## config.mk

```make
export PLATFORM = sky130hd
export DESIGN_NAME = mem_access_unit
export DESIGN_NICKNAME = d
export VERILOG_FILES = /design/src/rtl/mem_access_unit.sv
export SDC_FILE = /design/constraint.sdc
export NUM_CORES = 1
export LEC_CHECK = 0
export CORE_MARGIN = 4
export CORE_UTILIZATION = 40
export DETAILED_ROUTE_END_ITERATION = 8
export HOLD_SLACK_MARGIN = 0.15
export PLACE_DENSITY = 0.74
export SYNTH_ARGS = -nofsm -noshare
export SYNTH_HDL_FRONTEND = slang
export SYNTH_SLANG_ARGS = --single-unit
```

## constraint.sdc

```tcl
create_clock -name clk -period 6.2 [get_ports clk]
set_clock_uncertainty 0.15 [all_clocks]
set_input_delay 1.24 -clock clk [delete_from_list [all_inputs] [get_ports clk]]
set_output_delay 1.24 -clock clk [all_outputs]
set_load 0.05 [all_outputs]
```

## src/rtl/mem_access_unit.sv

```systemverilog
// Load/store initiator between the MEM stage and a word-wide data memory.
// Sub-word stores use read-modify-write; bad requests get an error response with no memory write.
module mem_access_unit #(
  parameter int unsigned MEM_BYTES = 256
) (
  input  logic        clk,
  input  logic        reset_n,
  input  logic        req_valid,
  output logic        req_ready,
  input  logic        req_write,
  input  logic [1:0]  req_size,
  input  logic        req_signed,
  input  logic [31:0] req_addr,
  input  logic [31:0] req_wdata,
  output logic        resp_valid,
  input  logic        resp_ready,
  output logic [31:0] resp_rdata,
  output logic        resp_err,
  output logic [31:0] mem_raddr,
  input  logic [31:0] mem_rdata,
  output logic [31:0] mem_waddr,
  output logic [31:0] mem_wdata,
  output logic        mem_we
);

  localparam logic [31:0] LP_MEM_BYTES = 32'(MEM_BYTES);
  localparam logic [1:0]  LP_BYTE      = 2'b00;
  localparam logic [1:0]  LP_HALF      = 2'b01;
  localparam logic [1:0]  LP_WORD      = 2'b10;

  typedef enum logic [1:0] {S_IDLE, S_RD, S_WR, S_RESP} state_t;

  state_t      r_state;
  state_t      w_state_next;

  logic        r_write;
  logic [1:0]  r_size;
  logic        r_signed;
  logic [1:0]  r_lane;
  logic [15:0] r_wdata;
  logic [31:0] r_resp_rdata;
  logic        r_resp_err;
  logic [31:0] r_mem_raddr;
  logic [31:0] r_mem_waddr;
  logic [31:0] r_mem_wdata;

  logic        w_accept;
  logic        w_err;
  logic        w_word_store;
  logic [7:0]  w_rd_byte;
  logic [15:0] w_rd_half;
  logic [31:0] w_load_data;
  logic [31:0] w_merged;

  assign w_accept     = req_valid & req_ready;
  assign w_word_store = req_write & (req_size == LP_WORD);
  assign w_err        = (req_size == 2'b11)
                      | ((req_size == LP_HALF) & req_addr[0])
                      | ((req_size == LP_WORD) & (req_addr[1:0] != 2'b00))
                      | (req_addr >= LP_MEM_BYTES);

  always_ff @(posedge clk or negedge reset_n) begin
    if (!reset_n) begin
      r_state <= S_IDLE;
    end else begin
      r_state <= w_state_next;
    end
  end

  always_comb begin
    w_state_next = r_state;
    req_ready    = 1'b0;
    resp_valid   = 1'b0;
    mem_we       = 1'b0;
    case (r_state)
      S_IDLE: begin
        req_ready = 1'b1;
        if (w_accept) begin
          if (w_err)             w_state_next = S_RESP;
          else if (w_word_store) w_state_next = S_WR;
          else                   w_state_next = S_RD;
        end
      end
      S_RD:   w_state_next = r_write ? S_WR : S_RESP;
      S_WR: begin
        mem_we       = 1'b1;
        w_state_next = S_RESP;
      end
      S_RESP: begin
        resp_valid = 1'b1;
        if (resp_ready) w_state_next = S_IDLE;
      end
      default: w_state_next = S_IDLE;
    endcase
  end

  // Little-endian lane extraction from the word addressed by r_mem_raddr.
  assign w_rd_byte = mem_rdata[{r_lane, 3'b000} +: 8];
  assign w_rd_half = r_lane[1] ? mem_rdata[31:16] : mem_rdata[15:0];

  always_comb begin
    w_load_data = mem_rdata;
    case (r_size)
      LP_BYTE: w_load_data = {{24{r_signed & w_rd_byte[7]}}, w_rd_byte};
      LP_HALF: w_load_data = {{16{r_signed & w_rd_half[15]}}, w_rd_half};
      default: w_load_data = mem_rdata;
    endcase
  end

  genvar gi;
  generate
    for (gi = 0; gi < 4; gi++) begin : g_lane
      localparam logic [1:0] LP_LANE = 2'(gi);
      logic w_hit;
      logic [7:0] w_new;
      assign w_hit = (r_size == LP_BYTE) ? (r_lane == LP_LANE) : (r_lane[1] == LP_LANE[1]);
      // The upper byte of a half store lands in the odd lane of the pair.
      assign w_new = ((r_size == LP_HALF) && LP_LANE[0]) ? r_wdata[15:8] : r_wdata[7:0];
      assign w_merged[8*gi +: 8] = w_hit ? w_new : mem_rdata[8*gi +: 8];
    end
  endgenerate

  always_ff @(posedge clk or negedge reset_n) begin
    if (!reset_n) begin
      r_write      <= 1'b0;
      r_size       <= 2'b00;
      r_signed     <= 1'b0;
      r_lane       <= 2'b00;
      r_wdata      <= '0;
      r_resp_rdata <= '0;
      r_resp_err   <= 1'b0;
      r_mem_raddr  <= '0;
      r_mem_waddr  <= '0;
      r_mem_wdata  <= '0;
    end else begin
      case (r_state)
        S_IDLE: begin
          if (w_accept) begin
            r_write     <= req_write;
            r_size      <= req_size;
            r_signed    <= req_signed;
            r_lane      <= req_addr[1:0];
            r_wdata     <= req_wdata[15:0];
            r_mem_raddr <= {req_addr[31:2], 2'b00};
            if (w_err) begin
              r_resp_err   <= 1'b1;
              r_resp_rdata <= '0;
            end else if (w_word_store) begin
              r_mem_waddr <= {req_addr[31:2], 2'b00};
              r_mem_wdata <= req_wdata;
            end
          end
        end
        S_RD: begin
          if (r_write) begin
            r_mem_waddr <= r_mem_raddr;
            r_mem_wdata <= w_merged;
          end else begin
            r_resp_rdata <= w_load_data;
            r_resp_err   <= 1'b0;
          end
        end
        S_WR: begin
          r_resp_rdata <= '0;
          r_resp_err   <= 1'b0;
        end
        S_RESP: begin
          if (resp_ready) begin
            r_resp_rdata <= '0;
            r_resp_err   <= 1'b0;
          end
        end
        default: ;
      endcase
    end
  end

  assign resp_rdata = r_resp_rdata;
  assign resp_err   = r_resp_err;
  assign mem_raddr  = r_mem_raddr;
  assign mem_waddr  = r_mem_waddr;
  assign mem_wdata  = r_mem_wdata;

endmodule
```

==> metrics.yaml, run 1 <==
outcome:
  status: "finished clean"
logic_synthesis:
  avgSynthCellArea_um2: 11.3
  synth_cell_types: 45
  synthArstFlopShare: 1.00
  yosys_warnings: 0
  syn-cell-area_mm2: 0.00733
  yosys_register_bits: 149
  synth.yosys.seq_area_share: 0.509
  synth_flop_cell: "dfrtp_1"
  synth_edf_count: 0
  postSynthCellCount: 649
sta:
  maxSlewHeadroom: 0.335
  finalCritPeriodShare: 0.687
  max_freq_mhz: 235
  finalSetupViolations: 0
  hold_violations: 0
  final.setup.tns_ns: 0
  tightest_slew_ns: 0.997
  finalCriticalPeriod_ns: 4.26
  rsz0062_at_grt: "no"
  slew_viol_final: 0
finish:
  final.fill_count: 1477
  stdcell_area_mm2: 0.0104
  layout-drive-gt1-share: 0.198
  syn_to_final_growth_pct: 42.3
  nets: 965
grt:
  track_usage: 0.219
  antenna_found_initial: 2
  grt_max_degree: 105
  grt-ovfl-total: 0
  grt_pass1_wl_um: 34700
  grt_pass1_vias: 6002
routing:
  via_per_inst: 5.51
  firstDrtPassIters: 7
  drc: 0
  ant_nets: 0
  wl_per_cell_um: 20.7
  via_count: 6060
  drt_iter0_markers: 614
  postRouteWirelength_um: 22800
critical_path:
  cp.required_ns: 6.41
  worstSetupEndpointType: "flop"
  cp_max_fo: 33
  reg2reg_slack_ns: 2.51
  r2r_cells: 8
  cp-start-kind: "input port"
  crit_start: "req_addr[29]"
  r2r-end: "mem_waddr[9]"
  arrival_ns: 4.47
  path_class: "input port to flop"
  rr_startpoint: "r_state[1]"
clock_tree:
  cts_tree: "built"
  cts_resized: 0
  clk_latency_ns: 0.42
  cts_max_level: 4
  hold_buffers: 0
  ctsLongestPathBuffers: 2
  cts_buffers: 17
  cts_root_buffer: "clkbuf_16"
  cts_setup_buffers: 0
  cts_sinks: 149
  clkTransAtPathRegs_ns: 0.06
placed_design:
  hpwl_um: 16300
  post_dp_cell_area_mm2: 0.00978
  port_buffers: 231
  gp_congestion: 0.912
hold_path:
  min-delay-path-class: "flop to flop"
  hold-path-endpoint: "resp_rdata[25]"
  holdPathStages: 2
  min_from: "resp_rdata[25]"
floorplanning:
  coreArea_mm2: 0.0180
  die_area_mm2: 0.0206
  start_util: 0.408
  die_h_um: 143
  ioPinCount: 236
  row_count: 49
  die_x_um: 143
power:
  power_density_mw_per_mm2: 683
  ir_worst_vdd_mv: 0.353
  power_leakage_nw: 4.30
job:
  max-cap-violations: 0
worst max path at each step:
| stage | cells after the start | slack [ns] | endpoint |
|---|---|---|---|
| detailed placement | 7 | 1.52 | mem_waddr[31] |
| finish | 7 | 1.94 | mem_waddr[9] |
| CTS | 7 | 1.95 | mem_waddr[10] |
| global placement | 7 | 1.62 | mem_waddr[12] |
| global route | 7 | 1.71 | mem_waddr[11] |
| floorplan | 7 | 2.95 | mem_wdata[15] |
metal layers:
layer,GRT usage,part of all wire,up-vias
li1,-,-,2771
met1,0.297,0.43,2996
met2,0.351,0.48,247
met3,0.0466,0.059,44
met4,0.0798,0.031,2
met5,0,0.00057,-
layout by cell type, fill, tap and decap left out, types with 4 or more instances in the layout:
cell type	instances
a21oi_1	18
a31oi_1	8
and2_1	15
buf_4	6
bufinv_16	4
clkbuf_16	17
clkdlybuf4s50_1	230
clkinv_4	4
conb_1	4
dfrtp_1	149
inv_1	17
mux2_1	14
mux2_2	89
mux2i_1	36
nand2_1	58
nor2_1	37
nor3_1	9
nor4_1	7
o21ai_0	49
o221a_2	31
o221ai_1	7
o22ai_1	9
o31ai_1	9
cells in the mapped netlist, types with 14 or more instances:
cell	number	area, um2
a21oi_1	18	90.1
and2_1	15	93.8
clkbuf_1	34	128
dfrtp_1	149	3730
inv_1	17	63.8
mux2_1	14	158
mux2_2	89	1000
mux2i_1	36	360
nand2_1	58	218
nor2_1	37	139
o21ai_0	49	245
o221a_2	31	349
critical path: stages:
cell and delay (ns):
clkdlybuf4s50_1 0.42, nor4_1 0.39, nand4_1 0.42, nor3_4 0.62, a21o_2 0.71, buf_4 0.41, o221a_2 0.25
layout make-up:
type                            instances  area, um2  area share
Antenna cell                            1       2.50    0.000240
Clock buffer                           19        453      0.0434
Clock inverter                         13        196      0.0188
Inverter                               17       63.8     0.00612
Multi-Input combinational cell        435       3340       0.320
Sequential cell                       149       3730       0.358
Tap cell                              229        287      0.0275
Timing Repair Buffer                  237       2360       0.226
cells by family after synthesis:
| kind of cell | synth area share |
|---|---|
| compound gates | 0.144 |
| fa+ha+maj | 0.00683 |
| buf+inv | 0.0408 |
| flops | 0.509 |
| mux | 0.214 |
| other cells | 0.000512 |
| simple gates | 0.0854 |
report_power, final:
group	total, W	switching (W)	internal, W
combinational	0.00413	0.00257	0.00156
clock	0.00113	0.000433	0.000702
sequential	0.00186	0.000393	0.00146
through the flow:
step | power, W | hold slack [ns] | worst slack, ns | std cells | util
floorplan | 0.00466 | 0.324 | 2.95 | 652 | -
global route | 0.00746 | 0.350 | 1.71 | 1100 | 0.580
detailed placement | 0.00599 | 0.322 | 1.52 | 1067 | 0.544
finish | 0.00712 | 0.329 | 1.94 | 1100 | 0.580
global placement | 0.00593 | 0.314 | 1.62 | 1067 | 0.544
CTS | 0.00714 | 0.335 | 1.95 | 1099 | 0.580
sequential cells by signal, indices dropped and copies added, names as in the netlist:
name        count
mem_wdata      32
resp_rdata     32
mem_raddr      30
mem_waddr      30
r_wdata        16
r_lane          2
r_size          2
r_state         2
r_signed        1
r_write         1
resp_err        1
No activity file was read; power rests on OpenSTA's default activity.
==> run 2, diff against run 1 <==
==> constraint.sdc (replaced) <==
create_clock -name clk -period 4.4 [get_ports clk]
set_clock_uncertainty 0.15 [all_clocks]
set_input_delay 0.88 -clock clk [delete_from_list [all_inputs] [get_ports clk]]
set_output_delay 0.88 -clock clk [all_outputs]
set_load 0.05 [all_outputs]
==> metrics.yaml, run 2 (same netlist as run 1, synthesis figures left out) <==
clock_tree:
  cts_buffers: 17  # unchanged
  ctsLongestPathBuffers: 2  # unchanged
  hold_buffers: 0  # unchanged
  cts_root_buffer: "clkbuf_16"
  cts_sinks: 149  # unchanged
  cts_setup_buffers: 0  # unchanged
  clk_latency_ns: 0.42  # about the same
  cts_tree: "built"
  cts_max_level: 4  # unchanged
  clkTransAtPathRegs_ns: 0.06  # about the same
  cts_resized: 0  # unchanged
sta:
  finalCriticalPeriod_ns: 3.37
  worst_slack_ns: 1.03  # -0.913 ns
  rsz0062_at_grt: "no"
  hold_violations: 0  # unchanged
  max_freq_mhz: 297
  hold_slack_ns: 0.331  # +0.00201 ns
  slew_viol_final: 0  # unchanged
  maxSlewHeadroom: 0.368  # +0.0329
  final.setup.tns_ns: 0  # unchanged
  finalCritPeriodShare: 0.766
  tightest_slew_ns: 0.948  # -0.0494 ns
  finalSetupViolations: 0  # unchanged
placed_design:
  hpwl_um: 16500  # +0.74%
  gp_congestion: 0.909  # -0.29%
  port_buffers: 231  # unchanged
  post-place-ws_ns: 0.663  # -0.861 ns
routing:
  drt_iter0_markers: 633  # +3.1%
  wl_per_cell_um: 20.5  # -0.84%
  via_count: 5993  # -1.1%
  postRouteWirelength_um: 22700  # -0.30%
  via_per_inst: 5.42  # -1.6%
  firstDrtPassIters: 5  # -2
  ant_nets: 0  # unchanged
  drc: 0  # unchanged
critical_path:
  cpMaxStageDelayCell: "nand2_1"
  cp_top_family: "simple AND/OR/NAND/NOR gates"
  crit_chain: "clkdlybuf4s50_1 -> nor4_1 -> nand4_1 -> nor3_4 -> buf_4 -> nand2_1 -> o221a_2"
  cp_max_fo: 24  # -27%
  cp-start-kind: "input port"
  rr_startpoint: "r_size[1]"
  path_class: "input port to flop"
  arrival_ns: 3.52  # -0.95 ns
  cp.required_ns: 4.55  # -1.86 ns
  critical-path-max-stage-delay_ns: 0.53  # -0.18 ns
  worstSetupEndpointType: "flop"
  worst-path-buf-inv: 2  # unchanged
  crit_start: "req_addr[28]"
finish:
  nets: 970  # +0.52%
  final.fill_count: 1509  # +2.2%
  final_cell_mix: "230 x clkdlybuf4s50_1, 149 x dfrtp_1, 89 x mux2_2"
  final_common_cell: "clkdlybuf4s50_1"
  layout-drive-gt1-share: 0.202  # +0.00458
  syn_to_final_growth_pct: 43.0
hold_path:
  min-delay-path-class: "flop to flop"
  min_from: "resp_rdata[28]"
grt:
  grt_pass1_wl_um: 34500  # -0.36%
  use_met2: 0.350  # -0.000989
  grt-ovfl-total: 0  # unchanged
  grt_pass1_vias: 6012  # +0.17%
  grt_max_degree: 102  # -2.9%
  top_usage_layer: "met2"
  grtUsageMet1: 0.301  # +0.00416
  met3_usage: 0.0399  # -0.00666
  antenna_found_initial: 2  # unchanged
  track_usage: 0.218  # -0.00187
floorplanning:
  row_count: 49  # unchanged
  coreArea_mm2: 0.0180  # unchanged
  start_util: 0.408  # unchanged
  die_h_um: 143  # unchanged
  die_x_um: 143  # unchanged
  ioPinCount: 236  # unchanged
  die_area_mm2: 0.0206  # unchanged
power:
  finalPower_w: 0.0100  # +41%
  power_leakage_nw: 4.32  # +0.63%
  ir_worst_vdd_mv: 0.509  # +44%
  power_density_mw_per_mm2: 958  # +40%
outcome:
  status: "finished clean"
job:
  max-cap-violations: 0  # unchanged
==> run 2: cell count changes in the layout (fill, tap and decap cells not counted), sizes merged <==
cell | previous run | this run
buf | 7 | 12
clkinv | 4 | 2
clkinvlp | 2 | 3
diode | 1 | 2
inv | 20 | 21
==> run 2: stage by stage <==
step / util / cells / area [um2]
after floorplan: - / 652 / 7340
after CTS: 0.583 / 1104 / 10500
after global placement: 0.547 / 1072 / 9830
after detailed placement: 0.547 / 1072 / 9830
after global routing: 0.583 / 1106 / 10500
final: 0.583 / 1106 / 10500
==> run 2: routing by layer <==
layer  up-vias  routed length, um
li1       2798                  -
met1      2951               9920
met2       215              11200
met3        29               1110
met4         0                443
met5         -                  0
==> run 2: worst min-delay path, stage by stage (launching register included) <==
cell and delay [ns]:
dfrtp_1 0.34, nand2_1 0.05, o21ai_0 0.06
==> run 2: report_power, final <==
group	leakage (nW)	internal, W	switching [W]
combinational	2.21	0.00222	0.00362
sequential	1.81	0.00206	0.000550
clock	0.307	0.000990	0.000604
total	4.32	0.00527	0.00477
==> run 2: cell type report <==
type | count | area [um2] | share of cell area
diodes | 2 | 5.00 | 0.000478
clock buffers | 19 | 453 | 0.0432
clock inverters | 13 | 195 | 0.0186
inverters | 17 | 63.8 | 0.00609
multi-input cells | 435 | 3340 | 0.319
flip-flops and latches | 149 | 3730 | 0.356
well taps | 229 | 287 | 0.0273
repair buffers | 242 | 2410 | 0.230
==> run 2: worst paths after layout <==
kind / slack (ns) / depth (start not counted) / endpoint
setup / recovery: 1.03 / 7 / mem_waddr[14]
hold / removal: 0.33 / 2 / resp_rdata[28]
setup reg to reg: 1.37 / 5 / mem_wdata[15]
hold reg to reg: 0.33 / 2 / resp_rdata[28]
max in group asynchronous: 2.87 / 2 / mem_waddr[11]
min in group asynchronous: 0.44 / 1 / mem_wdata[19]
